### src/rtl/sdram_cmd_seq.sv
// SDRAM command sequencer: one ACTIVE/READ|WRITE/PRECHARGE access per request.
// Optional auto-refresh is built when SDRAM_AUTO_REFRESH_EN is defined.
module sdram_cmd_seq #(
  parameter int T_RCD     = 2,
  parameter int T_RP      = 2,
  parameter int CAS_LAT   = 2,
  parameter int BURST_LEN = 4,
  parameter int T_RFC     = 7,
  parameter int REF_INT   = 780
) (
  input  logic clk,
  input  logic reset,
  input  logic req,
  input  logic write,
  output logic ready,
  output logic done,
  output logic cs_bar,
  output logic ras_bar,
  output logic cas_bar,
  output logic we_bar,
  output logic selrow,
  output logic selcol,
  output logic EnWdata,
  output logic EnRdata
);

  localparam int M1    = (T_RCD > T_RP) ? T_RCD : T_RP;
  localparam int M2    = (M1 > CAS_LAT) ? M1 : CAS_LAT;
  localparam int M3    = (M2 > BURST_LEN) ? M2 : BURST_LEN;
  localparam int MAX_T = (M3 > T_RFC) ? M3 : T_RFC;
  localparam int CW    = (MAX_T > 1) ? $clog2(MAX_T) : 1;

  localparam logic [3:0] CMD_NOP   = 4'b0111;
  localparam logic [3:0] CMD_ACT   = 4'b0011;
  localparam logic [3:0] CMD_READ  = 4'b0101;
  localparam logic [3:0] CMD_WRITE = 4'b0100;
  localparam logic [3:0] CMD_PRE   = 4'b0010;
  localparam logic [3:0] CMD_DESEL = 4'b1111;

  if (T_RCD < 1 || T_RP < 1 || T_RFC < 1 || REF_INT < 2 ||
      !(CAS_LAT == 2 || CAS_LAT == 3) ||
      !(BURST_LEN == 1 || BURST_LEN == 2 || BURST_LEN == 4 || BURST_LEN == 8)) begin : g_param_check
    $error("sdram_cmd_seq: illegal parameter value");
  end

  typedef enum logic [3:0] {
    S_IDLE, S_ACT, S_RCD, S_RDWR, S_CAS, S_BURST, S_PRE, S_RP
`ifdef SDRAM_AUTO_REFRESH_EN
    , S_REF, S_RFC
`endif
  } state_t;

  state_t        state_q, state_d;
  logic [CW-1:0] cnt_q, cnt_d;
  logic          wr_q, wr_d;
  logic [3:0]    cmd_q, cmd_d;
  logic          ready_q, ready_d;
  logic          done_q, done_d;
  logic          selrow_q, selrow_d;
  logic          selcol_q, selcol_d;
  logic          enw_q, enw_d;
  logic          enr_q, enr_d;
  logic          pend_now;

`ifdef SDRAM_AUTO_REFRESH_EN
  localparam int RW = $clog2(REF_INT);
  localparam logic [3:0] CMD_REF = 4'b0001;
  logic [RW-1:0] rcnt_q, rcnt_d;
  logic          pend_q, pend_d;
  logic          expire, pend_clr;
`endif

  // Next state and counter; every timed state leaves when the counter hits zero.
  always_comb begin
    state_d = state_q;
    cnt_d   = cnt_q;
    wr_d    = wr_q;
`ifdef SDRAM_AUTO_REFRESH_EN
    pend_clr = 1'b0;
    expire   = (rcnt_q == '0);
    rcnt_d   = expire ? RW'(REF_INT - 1) : rcnt_q - RW'(1);
`endif
    case (state_q)
      S_IDLE: begin
`ifdef SDRAM_AUTO_REFRESH_EN
        if (pend_q) begin
          state_d  = S_REF;
          pend_clr = 1'b1;
        end else
`endif
        if (req) begin
          state_d = S_ACT;
          wr_d    = write;
        end
      end
      S_ACT: begin
        if (T_RCD > 1) begin
          state_d = S_RCD;
          cnt_d   = CW'(T_RCD - 2);
        end else begin
          state_d = S_RDWR;
        end
      end
      S_RCD: begin
        if (cnt_q == '0) state_d = S_RDWR;
        else             cnt_d   = cnt_q - CW'(1);
      end
      S_RDWR: begin
        if (!wr_q) begin
          state_d = S_CAS;
          cnt_d   = CW'(CAS_LAT - 2);
        end else if (BURST_LEN > 1) begin
          state_d = S_BURST;
          cnt_d   = CW'(BURST_LEN - 2);
        end else begin
          state_d = S_PRE;
        end
      end
      S_CAS: begin
        if (cnt_q == '0) begin
          state_d = S_BURST;
          cnt_d   = CW'(BURST_LEN - 1);
        end else begin
          cnt_d = cnt_q - CW'(1);
        end
      end
      S_BURST: begin
        if (cnt_q == '0) state_d = S_PRE;
        else             cnt_d   = cnt_q - CW'(1);
      end
      S_PRE: begin
        if (T_RP > 1) begin
          state_d = S_RP;
          cnt_d   = CW'(T_RP - 2);
        end else begin
          state_d = S_IDLE;
        end
      end
      S_RP: begin
        if (cnt_q == '0) state_d = S_IDLE;
        else             cnt_d   = cnt_q - CW'(1);
      end
`ifdef SDRAM_AUTO_REFRESH_EN
      S_REF: begin
        if (T_RFC > 1) begin
          state_d = S_RFC;
          cnt_d   = CW'(T_RFC - 2);
        end else begin
          state_d = S_IDLE;
        end
      end
      S_RFC: begin
        if (cnt_q == '0) state_d = S_IDLE;
        else             cnt_d   = cnt_q - CW'(1);
      end
`endif
      default: state_d = S_IDLE;
    endcase
`ifdef SDRAM_AUTO_REFRESH_EN
    // A fresh expiry wins over the clear, and a repeat expiry just keeps the flag.
    pend_d   = expire | (pend_q & ~pend_clr);
    pend_now = pend_d;
`else
    pend_now = 1'b0;
`endif
  end

  // Outputs are decoded from the upcoming state so they can be registered.
  always_comb begin
    cmd_d    = CMD_NOP;
    selrow_d = 1'b0;
    selcol_d = 1'b0;
    enw_d    = 1'b0;
    enr_d    = 1'b0;
    done_d   = 1'b0;
    case (state_d)
      S_ACT: begin
        cmd_d    = CMD_ACT;
        selrow_d = 1'b1;
      end
      S_RDWR: begin
        cmd_d    = wr_d ? CMD_WRITE : CMD_READ;
        selcol_d = 1'b1;
        enw_d    = wr_d;
      end
      S_BURST: begin
        enw_d = wr_d;
        enr_d = !wr_d;
      end
      S_PRE: begin
        cmd_d  = CMD_PRE;
        done_d = (T_RP == 1);
      end
      S_RP: done_d = (cnt_d == '0);
`ifdef SDRAM_AUTO_REFRESH_EN
      S_REF: cmd_d = CMD_REF;
`endif
      default: cmd_d = CMD_NOP;
    endcase
    ready_d = (state_d == S_IDLE) && !pend_now;
  end

  always_ff @(posedge clk or posedge reset) begin
    if (reset) begin
      state_q  <= S_IDLE;
      cnt_q    <= '0;
      wr_q     <= 1'b0;
      cmd_q    <= CMD_DESEL;
      ready_q  <= 1'b1;
      done_q   <= 1'b0;
      selrow_q <= 1'b0;
      selcol_q <= 1'b0;
      enw_q    <= 1'b0;
      enr_q    <= 1'b0;
`ifdef SDRAM_AUTO_REFRESH_EN
      rcnt_q   <= RW'(REF_INT - 1);
      pend_q   <= 1'b0;
`endif
    end else begin
      state_q  <= state_d;
      cnt_q    <= cnt_d;
      wr_q     <= wr_d;
      cmd_q    <= cmd_d;
      ready_q  <= ready_d;
      done_q   <= done_d;
      selrow_q <= selrow_d;
      selcol_q <= selcol_d;
      enw_q    <= enw_d;
      enr_q    <= enr_d;
`ifdef SDRAM_AUTO_REFRESH_EN
      rcnt_q   <= rcnt_d;
      pend_q   <= pend_d;
`endif
    end
  end

  assign {cs_bar, ras_bar, cas_bar, we_bar} = cmd_q;
  assign ready   = ready_q;
  assign done    = done_q;
  assign selrow  = selrow_q;
  assign selcol  = selcol_q;
  assign EnWdata = enw_q;
  assign EnRdata = enr_q;

endmodule

### config.mk
export PLATFORM = sky130hd
export DESIGN_NAME = sdram_cmd_seq
export DESIGN_NICKNAME = d
export VERILOG_FILES = /design/src/rtl/sdram_cmd_seq.sv
export SDC_FILE = /design/constraint.sdc
export NUM_CORES = 1
export LEC_CHECK = 0
export ABC_AREA = 1
export BUFFER_PORTS_ARGS = -buffer_cell sky130_fd_sc_hd__buf_2
export CAP_MARGIN = 20
export CORE_UTILIZATION = 60
export CTS_BUF_LIST = sky130_fd_sc_hd__clkbuf_4 sky130_fd_sc_hd__clkbuf_8
export CTS_CLUSTER_DIAMETER = 120
export DETAILED_ROUTE_END_ITERATION = 8
export PLACE_DENSITY = 0.86
export SLEW_MARGIN = 20
export SYNTH_ARGS = -nofsm -noshare
export SYNTH_HDL_FRONTEND = slang
export SYNTH_SLANG_ARGS = --single-unit
### constraint.sdc
create_clock -name clk -period 3.18 [get_ports clk]
set_input_delay 0.636 -clock clk [delete_from_list [all_inputs] [get_ports clk]]
set_output_delay 0.636 -clock clk [all_outputs]
set_load 0.01 [all_outputs]
==> flow_summary_export.csv <==
group,metric,value,unit
synthesis,synthAdderAreaFrac,0.0394,
finish,final-seq-area,457,um^2
global_route,grt_pass1_wl,3240,um
timing,setup_violations,0,
synthesis,yosys.cell_types.count,24,
floorplanning,die_x,41.8,um
global_route,first_global_vias,797,
finish,final_util,0.724,
outcome,status,"finished, final reports clean",
routing,via_per_inst,5.27,
timing,holdWs,0.402,ns
timing,min_period,1.62,ns
routing,vias,749,
worst_setup_path,cp_top_family,"simple AND/OR/NAND/NOR gates",
synthesis,synth_xor_xnor_area_share,0.00920,
pwr,power_density,839,nW/um^2
routing,firstDrtPassIters,4,
worst_setup_path,max_stage_delay,0.41,ns
floorplanning,die_h,41.8,um
synthesis,postSynthCellCount,108,
synthesis,synth-seq-area-share,0.480,
cts,cts-root-buf,"clkbuf_4",
synthesis,ys_seq_elements,18,
routing,drt_iter0_drc,9,
cts,cts_sinks,18,
synthesis,syn_area,952,um^2
worst_setup_path,end_kind,"register",
synthesis,synth_simple_gate_area_share,0.311,
cts,cts_hold_buffers,0,
floorplanning,dieArea,1750,um^2
cts,cts_made_buffers,3,
finish,diodes,0,
placement,dp_cells,138,
worst_setup_path,path_cells,"inv_1, ha_1, nand2_2, ha_1, nand2_1, nand3_2, nor2_1, nand2_1, nor2_2",
worst_setup_path,critPathRequiredTime,3.43,ns
routing,avgRoutedWirePerCell,12.4,um
worst_setup_path,cp.arrival,1.87,ns
cts,htreeDepth,1,
routing,drc,0,
timing,fmax,0.617,GHz
floorplanning,ios,14,
cts,cts.clk_slew.worst_paths,0.10,ns
timing,drv_slew,0,
placement,dp.final_hpwl,1400,um
synthesis,syn_avg_cell_area,8.82,um^2
placement,io_buffer_count,13,
worst_setup_path,crit_path_start_kind,"register",
floorplanning,rows,14,
routing,routed_wirelength,1760,um
synthesis,synth_top_family_by_area,"simple AND/OR/NAND/NOR gates",
timing,setup-tns-final,0,ns
finish,instances_no_fill,142,
run,max-cap-violations,0,
timing,worst_pin_slew,0.652,ns
cts,cts_setup_buffers,0,
pwr,p_leak,0.581,nW
pwr,ir_worst_vdd,0.606,mV
synthesis,yosys_warnings,0,
global_route,track_usage,0.249,
synthesis,synth_compound_area_frac,0.0736,
floorplanning,core-area,1490,um^2
worst_setup_path,critical_path_class,"reg -> reg",
timing,post-route-period-util,0.510,
timing,relSlewSlack,0.565,
finish,multi_input_area,420,um^2
finish,nNetsFinal,134,
global_route,antenna_found_initial,0,
finish,drive_above_1_share,0.325,
finish,fill_cells,114,
cts,clk_latency,0.30,ns
worst_setup_path,slowest_stage,"dfrtp_1",
synthesis,synth.area.mux_share,0,
worst_setup_path,cp_max_fo,7,
min_path,min_path_type,"in -> async",
cts,tritoncts,"built",
cts,cts_buffer_depth,2,
placement,gp_congestion,0.999,
cts,post_cts_resize_count,0,
global_route,grt-ovfl-total,0,
pwr,finalPower,0.904,mW
worst_setup_path,path_buf_inv,1,
timing,hold_viol,0,
timing,fin_skew,0.00802,ns
timing,rsz0062_at_grt,"no",
floorplanning,start_util,0.639,
routing,ant_nets,0,
finish,syn_to_final_growth,13.1,%
global_route,grt_max_degree,19,
sequential cells by signal (all words and copies together), names as in the netlist:
| name | flops |
|---|---|
| cmd_q | 4 |
| state_q | 4 |
| cnt_q | 3 |
| EnRdata | 1 |
| EnWdata | 1 |
| done | 1 |
| ready | 1 |
| selcol | 1 |
| selrow | 1 |
| wr_q | 1 |
power by group:
part | internal, mW | leakage, nW | switching [mW]
Sequential | 0.293 | 0.224 | 0.0547
Combinational | 0.143 | 0.336 | 0.271
Clock | 0.0699 | 0.0210 | 0.0719
Total | 0.506 | 0.581 | 0.398
path summary, 6_finish.rpt:
kind                                       from              endpoint  cells after the start  slack [ns]
setup / recovery             cnt_q[0]$_DFF_PP0_        done$_DFF_PP0_                      9        1.56
hold / removal                            reset      selrow$_DFF_PP0_                      2        0.40
setup reg to reg             cnt_q[0]$_DFF_PP0_        done$_DFF_PP0_                      9        1.56
hold reg to reg            state_q[3]$_DFF_PP0_  state_q[1]$_DFF_PP0_                      1        0.57
max in group asynchronous                 reset  state_q[2]$_DFF_PP0_                      2        2.35
min in group clk           state_q[3]$_DFF_PP0_  state_q[1]$_DFF_PP0_                      1        0.57
stage by stage:
| step | setup slack (ns) | instance area [um^2] |
|---|---|---|
| after floorplan | 1.74 | 956 |
| after detailed placement | 1.59 | 1040 |
| after global routing | 1.43 | 1080 |
| final | 1.56 | 1080 |
| after CTS | 1.56 | 1080 |
| after global placement | 1.68 | 1040 |
per-layer routing:
layer  up-vias  global-route usage  routed length [um]
met1       352               0.302                 746
met3         8              0.0739                  48
met4         0               0.123                  48
li1        374                   -                   -
met2        15               0.403                 913
met5         -                   0                   0
worst reg2reg max path: cells and delay by family, from the launching register on:
| kind | cells | cell delay [ns] |
|---|---|---|
| flops | 1 | 0.41 |
| simple gates | 6 | 0.54 |
| buf+inv | 1 | 0.09 |
| fa+ha+maj | 2 | 0.51 |
cell type report:
type | instances | area share
clock buffer | 4 | 0.0337
multi-input combinational | 70 | 0.390
sequential | 18 | 0.424
timing repair buffer | 13 | 0.0604
inverter | 21 | 0.0732
tap | 16 | 0.0186
placed cells by master (no fill, tap or decap), types with 2 or more instances in the layout:
cell type and instances:
inv_2 4, nand2_1 21, conb_1 2, ha_1 3, inv_1 16, clkbuf_4 3, o21ai_0 4, nand3_2 4
nor2_1 10, o21ai_1 2, dfstp_2 5, dfrtp_1 13, nor2_4 4, buf_2 13, o211ai_1 3, nand2_2 2
nand3_1 7
cells in the mapped netlist (all sizes together):
master	instances	area [um^2]
nand2	23	91.3
inv	20	75.1
nor2	15	88.8
dfrtp	13	325
nand3	12	92.6
o21ai	7	38.8
dfstp	5	131
ha	3	37.5
o211ai	3	22.5
nand4	2	18.8
a21oi	1	8.76
clkinv	1	3.75
conb	1	3.75
nor3	1	5.00
xnor2	1	8.76
kinds of logic after synthesis:
family,Yosys count
compound gates,11
simple gates,53
other cells,1
flops,18
fa+ha+maj,3
buf+inv,21
xor+xnor,1
Power figures use the tool's default switching activity.
